**src/rtl/oci_trace_pkg.sv**
```systemverilog
// Shared types and helpers for the OCI data-capture-trace recorder.
// Imported by the capture top level and its FIFO.
package oci_trace_pkg;

    typedef enum logic [1:0] {
        CAPTURE,
        DRAIN,
        DONE
    } trace_state_e;

    // Widest drop counter supported; the top level slices this down to DROP_W.
    localparam int unsigned DROP_W_MAX = 64;
    localparam logic [DROP_W_MAX-1:0] DROP_SAT_FULL = '1;

    function automatic int entry_w(input int dct_w, input int cnt_w);
        return dct_w + cnt_w;
    endfunction

endpackage

```
**src/rtl/oci_trace_capture_if.sv**
```systemverilog
// Trace input and FWFT read port of the trace recorder.
// The producer and consumer side is master; the recorder is slave.
interface oci_trace_capture_if #(
    parameter int DCT_W = 30,
    parameter int CNT_W = 4
);
    logic                     dct_valid;
    logic [DCT_W-1:0]         dct_buffer;
    logic [CNT_W-1:0]         dct_count;
    logic                     rd_ready;
    logic                     rd_valid;
    logic [CNT_W+DCT_W-1:0]   rd_data;

    modport master (
        output dct_valid, dct_buffer, dct_count, rd_ready,
        input  rd_valid, rd_data
    );

    modport slave (
        input  dct_valid, dct_buffer, dct_count, rd_ready,
        output rd_valid, rd_data
    );
endinterface

```
**src/rtl/oci_trace_fifo.sv**
```systemverilog
// Synchronous first-word-fall-through FIFO with an exact occupancy count.
// The head entry is read from storage through the registered read pointer.
module oci_trace_fifo #(
    parameter int WIDTH = 34,
    parameter int DEPTH = 16
) (
    input  logic                   clk,
    input  logic                   reset_n,
    input  logic                   push,
    input  logic                   pop,
    input  logic [WIDTH-1:0]       wdata,
    output logic [WIDTH-1:0]       rdata,
    output logic                   empty,
    output logic                   full,
    output logic [$clog2(DEPTH):0] level
);
    localparam int PTR_W = $clog2(DEPTH);
    localparam int LVL_W = PTR_W + 1;

    logic [WIDTH-1:0] mem [DEPTH];
    logic [PTR_W-1:0] wr_ptr;
    logic [PTR_W-1:0] rd_ptr;
    logic             pop_ok;
    logic             push_ok;

    // A push into a full FIFO is legal only when the head leaves in the same cycle.
    assign pop_ok  = pop && !empty;
    assign push_ok = push && (!full || pop_ok);

    assign empty = (level == '0);
    assign full  = (level == LVL_W'(DEPTH));
    assign rdata = mem[rd_ptr];

    always_ff @(posedge clk) begin
        if (push_ok) begin
            mem[wr_ptr] <= wdata;
        end
    end

    always_ff @(posedge clk) begin
        if (!reset_n) begin
            wr_ptr <= '0;
            rd_ptr <= '0;
            level  <= '0;
        end else begin
            if (push_ok) begin
                wr_ptr <= wr_ptr + 1'b1;
            end
            if (pop_ok) begin
                rd_ptr <= rd_ptr + 1'b1;
            end
            case ({push_ok, pop_ok})
                2'b10:   level <= level + 1'b1;
                2'b01:   level <= level - 1'b1;
                default: level <= level;
            endcase
        end
    end

endmodule

```
**src/rtl/oci_trace_capture.sv**
```systemverilog
// Captures core data-capture-trace words into a bounded FIFO, counts overflow
// drops and runs the end-of-test drain sequence.
module oci_trace_capture
    import oci_trace_pkg::*;
#(
    parameter int DCT_W  = 30,
    parameter int CNT_W  = 4,
    parameter int DEPTH  = 16,
    parameter int DROP_W = 16
) (
    input  logic                    clk,
    input  logic                    reset_n,
    oci_trace_capture_if.slave      trace,
    input  logic                    test_ending,
    output logic [$clog2(DEPTH):0]  fill_level,
    output logic                    overflow,
    output logic [DROP_W-1:0]       drop_count,
    output logic                    draining,
    output logic                    test_has_ended
);
    localparam int ENTRY_W = entry_w(DCT_W, CNT_W);
    localparam int LVL_W   = $clog2(DEPTH) + 1;
    localparam logic [DROP_W-1:0] DROP_SAT = DROP_SAT_FULL[DROP_W-1:0];

    trace_state_e       state;
    logic               word_ok;
    logic               push;
    logic               pop;
    logic               drop;
    logic               fifo_empty;
    logic               fifo_full;
    logic [ENTRY_W-1:0] fifo_rdata;

    // Zero-count words carry no trace fields and are discarded without counting as drops.
    always_comb begin
        word_ok = trace.dct_valid && (trace.dct_count != '0) && (state == CAPTURE);
        pop     = trace.rd_ready && !fifo_empty;
        push    = word_ok && (!fifo_full || pop);
        drop    = word_ok && fifo_full && !pop;
    end

    assign trace.rd_valid = !fifo_empty;
    assign trace.rd_data  = fifo_rdata;

    oci_trace_fifo #(
        .WIDTH (ENTRY_W),
        .DEPTH (DEPTH)
    ) u_fifo (
        .clk     (clk),
        .reset_n (reset_n),
        .push    (push),
        .pop     (pop),
        .wdata   ({trace.dct_count, trace.dct_buffer}),
        .rdata   (fifo_rdata),
        .empty   (fifo_empty),
        .full    (fifo_full),
        .level   (fill_level)
    );

    // DRAIN ends on the edge that empties the FIFO, or on its first edge if already empty.
    always_ff @(posedge clk) begin
        if (!reset_n) begin
            state          <= CAPTURE;
            draining       <= 1'b0;
            test_has_ended <= 1'b0;
            overflow       <= 1'b0;
            drop_count     <= '0;
        end else begin
            if (drop) begin
                overflow <= 1'b1;
                if (drop_count != DROP_SAT) begin
                    drop_count <= drop_count + 1'b1;
                end
            end
            case (state)
                CAPTURE: begin
                    if (test_ending) begin
                        state    <= DRAIN;
                        draining <= 1'b1;
                    end
                end
                DRAIN: begin
                    if ((fill_level == '0) || ((fill_level == LVL_W'(1)) && pop)) begin
                        state          <= DONE;
                        draining       <= 1'b0;
                        test_has_ended <= 1'b1;
                    end
                end
                default: begin
                    state <= state;
                end
            endcase
        end
    end

endmodule
```
**src/flat_wrapper.sv**
```systemverilog
// flat-port wrapper written by rule: the top's interface ports become plain ports
module oci_trace_capture_flat import oci_trace_pkg::*;
#(
    parameter int DCT_W  = 30,
    parameter int CNT_W  = 4,
    parameter int DEPTH  = 16,
    parameter int DROP_W = 16
)
  (clk, reset_n, test_ending, fill_level, overflow, drop_count, draining, test_has_ended, trace_dct_valid, trace_dct_buffer, trace_dct_count, trace_rd_ready, trace_rd_valid, trace_rd_data);
  oci_trace_capture_if #(.DCT_W(DCT_W), .CNT_W(CNT_W)) trace_i ();
  input  logic clk;
  input  logic reset_n;
  input  logic test_ending;
  output logic [$clog2(DEPTH):0] fill_level;
  output logic overflow;
  output logic [DROP_W-1:0] drop_count;
  output logic draining;
  output logic test_has_ended;
  input wire logic [$bits(trace_i.dct_valid)-1:0] trace_dct_valid;
  input wire logic [$bits(trace_i.dct_buffer)-1:0] trace_dct_buffer;
  input wire logic [$bits(trace_i.dct_count)-1:0] trace_dct_count;
  input wire logic [$bits(trace_i.rd_ready)-1:0] trace_rd_ready;
  output wire logic [$bits(trace_i.rd_valid)-1:0] trace_rd_valid;
  output wire logic [$bits(trace_i.rd_data)-1:0] trace_rd_data;
  assign trace_i.dct_valid = trace_dct_valid;
  assign trace_i.dct_buffer = trace_dct_buffer;
  assign trace_i.dct_count = trace_dct_count;
  assign trace_i.rd_ready = trace_rd_ready;
  assign trace_rd_valid = trace_i.rd_valid;
  assign trace_rd_data = trace_i.rd_data;
  oci_trace_capture #(.DCT_W(DCT_W), .CNT_W(CNT_W), .DEPTH(DEPTH), .DROP_W(DROP_W)) u_core (.clk(clk), .reset_n(reset_n), .trace(trace_i), .test_ending(test_ending), .fill_level(fill_level), .overflow(overflow), .drop_count(drop_count), .draining(draining), .test_has_ended(test_has_ended));
endmodule
```
**config.mk**
```make
export PLATFORM = sky130hd
export DESIGN_NAME = oci_trace_capture_flat
export DESIGN_NICKNAME = d
export VERILOG_FILES = /design/src/rtl/oci_trace_pkg.sv /design/src/rtl/oci_trace_capture_if.sv /design/src/rtl/oci_trace_fifo.sv /design/src/rtl/oci_trace_capture.sv /design/src/flat_wrapper.sv
export SDC_FILE = /design/constraint.sdc
export NUM_CORES = 1
export LEC_CHECK = 0
export ABC_AREA = 1
export BUFFER_PORTS_ARGS = -buffer_cell sky130_fd_sc_hd__buf_4
export CAP_MARGIN = 20
export CORE_MARGIN = 1
export CORE_UTILIZATION = 39
export CTS_CLUSTER_DIAMETER = 60
export CTS_CLUSTER_SIZE = 14
export DETAILED_ROUTE_END_ITERATION = 16
export HOLD_SLACK_MARGIN = 0.02
export SLEW_MARGIN = 40
export SYNTH_ARGS = -nofsm -noshare
export SYNTH_HDL_FRONTEND = slang
export SYNTH_SLANG_ARGS = --single-unit
```
**constraint.sdc**
```tcl
create_clock -name clk -period 2.9 [get_ports clk]
set_input_delay 0.145 -clock clk [delete_from_list [all_inputs] [get_ports clk]]
set_output_delay 0.145 -clock clk [all_outputs]
set_load 0.05 [all_outputs]
```
==> impl_metrics.csv <==
group,metric,value,unit
grt,gr-total-overflow,0,
min_path,worstHoldEndpoint,"u_core.drop_count[12]",
min_path,hp-class,"input pin to register",
min_path,min-delay-start,"trace_dct_valid",
final_layout,drive_above_1_share,0.124,
logic_synthesis,ys_seq_elements,581,
place,place.gp.congestion,0.798,
floorplan,io_pins,98,
final_layout,areaGrowthSynthToFinish,16.2,%
place,dpl-instance-area,26100,um2
place,pre_cts_ws,0.482,ns
final_layout,instances_no_fill,2942,
pwr,irDropWorstVdd,0.420,mV
setup_path,reg2reg_depth,8,
floorplan,rows,90,
clock_tree,cts_setup_buffers,0,
floorplan,die_h,250,um
timing,worst_slack,0.261,ns
setup_path,worst_setup_path_start_kind,"register",
timing,post-route-min-period,2.64,ns
timing,final_hold_viol_count,0,
setup_path,rr_startpoint,"u_core.u_fifo.level[1]",
pwr,p_leak,9.90,nW
place,dp.cells,2828,
logic_synthesis,ys_top_cells_by_count,"544 x edfxtp_1, 299 x inv_1, 247 x nand2_1",
grt,grt_first_pass_wirelength,83200,um
place,io_buffer_count,97,
logic_synthesis,synth_area,24000,um2
clock_tree,cts-htree-levels,2,
pwr,power-per-cell-area,810,nW/um2
final_layout,n_antenna_cell,0,
timing,finalClockSkew,0.0301,ns
timing,fmax,0.379,GHz
setup_path,worstPathMaxFanout,74,
setup_path,reg2reg_to,"u_core.u_fifo.mem[1][18]",
place,dp.final_hpwl,30800,um
route,vias,15067,
logic_synthesis,syn_nets,2064,
route,vias_per_cell,5.12,
logic_synthesis,yosys.area.top_type,"edfxtp_1",
floorplan,fp.dieArea,62600,um2
timing,grt_setup_unrepaired,"no",
logic_synthesis,synth_area_leaders,"edfxtp_1 68%, inv_1 4.7%, nand3_1 4.5%",
logic_synthesis,ys_types,31,
logic_synthesis,synth_warnings,0,
route,routedWlPerCell,18.2,um
logic_synthesis,ys_seq_area_frac,0.711,
route,drt-total-wl,53500,um
timing,slew_violations,0,
logic_synthesis,synthCells,2014,
grt,grt_max_degree,132,
route,drt.antenna.violating_nets,0,
clock_tree,numCtsBuffers,51,
timing,relSlewSlack,0.635,
route,drt_iter0_markers,1325,
min_path,hold_depth,6,
timing,finalSetupTns,0,ns
flow_run,max_cap_viol_count,0,
logic_synthesis,synth_flop_cell,"edfxtp_1",
setup_path,arrival,2.49,ns
grt,antenna_found_initial,1,
clock_tree,cts.clk_slew.worst_paths,0.06,ns
logic_synthesis,syn_area_per_cell,11.9,um2
setup_path,critical_path_required,2.76,ns
outcome,status,"completed",
final_layout,regArea,17100,um2
route,first_pass_iters,6,
grt,grt_usage,0.171,
setup_path,worstSetupPathType,"register to output port",
floorplan,fp.coreArea,60600,um2
clock_tree,clkLatencyLatePin,0.60,ns
floorplan,die_w,250,um
pwr,total_power,22.6,mW
timing,period_share,0.910,
grt,grt_pass1_vias,14593,
clock_tree,clock-sinks,581,
logic_synthesis,synth-edff-count,544,
clock_tree,cts_max_path_buffers,3,
logic_synthesis,async_reset_ff_frac,0,
clock_tree,cts-root-buf,"clkbuf_16",
logic_synthesis,synth_most_common_cell,"edfxtp_1",
timing,worst_pin_slew,0.547,ns
route,drc,0,
final_layout,multi_input_area,5400,um2
clock_tree,cts_tree,"built",
setup_path,crit_path_end_kind,"output port",
final_layout,nets,2186,
setup_path,reg2reg_slack,0.46,ns
floorplan,start_util,0.396,
final_layout,fin_area,27900,um2
timing,setup_viol,0,
final_layout,fillerInstances,5433,
logic_synthesis,synth_top_area_frac,0.680,
layer usage:
layer  part of all wire  up-vias  track usage
li1                   -     7305            -
met1               0.46     7341        0.241
met2               0.47      359        0.276
met3              0.053       62       0.0269
met4              0.016        0       0.0407
met5                  0        -            0
flip-flops by register name (all words and copies together), names as in the netlist, named ones only:
register               count
u_core.u_fifo.mem        544
u_core.drop_count         16
u_core.u_fifo.level        5
u_core.u_fifo.rd_ptr       4
u_core.u_fifo.wr_ptr       4
u_core.state               2
u_core.overflow            1
u_core.test_has_ended      1
cell usage in the layout (no fill, tap or decap), types with 2 or more instances in the layout:
master and count:
buf_4 122, a21oi_2 10, nor2_2 3, clkbuf_1 12, dfxtp_1 33, clkbuf_16 51, nand2_4 2, buf_12 27
clkinv_2 2, ha_1 11, inv_4 3, nand3_1 218, clkinvlp_4 2, inv_2 5, dfxtp_4 3, nand2_2 6
o211ai_1 137, o21ai_0 134, nand4_1 6, xor2_1 5, nor2_1 32, dlygate4sd3_1 37, inv_1 298, a21oi_1 154
xnor2_1 5, edfxtp_1 544, inv_6 2, nor2_4 20, o21ai_1 17, nand2_1 247
what timing repair did:
| item | in CTS | in global routing |
|---|---|---|
| endpoints found under the hold margin | 561 | 0 |
| resized for setup | 0 | 0 |
| hold buffers | 37 | 0 |
per-stage QoR:
step | hold slack (ns) | utilization
floorplan | 0.244 | -
global placement | 0.415 | 0.430
detailed placement | 0.421 | 0.430
CTS | 0.139 | 0.461
global route | 0.162 | 0.461
finish | 0.164 | 0.461
how the worst max path moves through the flow:
stage	startpoint	slack, ns	end	cells past startpoint
2_1_floorplan	u_core.u_fifo.level[0]	-0.13	u_core.u_fifo.mem[11][0]	7
3_3_place_gp	u_core.u_fifo.level[0]	0.57	u_core.u_fifo.level[2]	13
3_5_place_dp	u_core.u_fifo.level[1]	0.48	u_core.u_fifo.mem[1][9]	8
4_1_cts	register	0.18	trace_rd_data[2]	6
5_1_grt	register	0.04	trace_rd_data[17]	7
6_report	register	0.26	trace_rd_data[20]	7
cells by family (layout without fill, tap and decap cells):
group,Yosys count,after routing,synth area share
flip-flops,581,581,0.711
AND/OR/NAND/NOR,539,539,0.100
AO/OA/AOI/OAI,452,452,0.110
buffers and inverters,421,567,0.0691
adder cells (fa/ha/maj),11,11,0.00573
XOR/XNOR,10,10,0.00365
worst max-delay path, stage by stage, from the launching register on:
cell and delay (ns):
dfxtp_4 0.62, buf_12 0.31, a21oi_1 0.11, o21ai_0 0.09, nand3_1 0.16, nand3_1 0.25, nand2_1 0.11, buf_4 0.20
power breakdown:
group	total [mW]	switching, mW	internal [mW]	leakage [nW]
combinational	6.65	4.53	2.13	3.98
sequential	9.68	0.239	9.44	5.21
clock	6.28	2.93	3.35	0.714
total	22.6	7.70	14.9	9.90
area by class of cell:
type,instances,share of cell area
sequential,581,0.612
multi-input combinational,1012,0.194
timing repair buffer,186,0.0655
clock buffer,64,0.0478
inverter,304,0.0410
tap,782,0.0351
clock inverter,13,0.00489
Power figures use the tool's default switching activity.
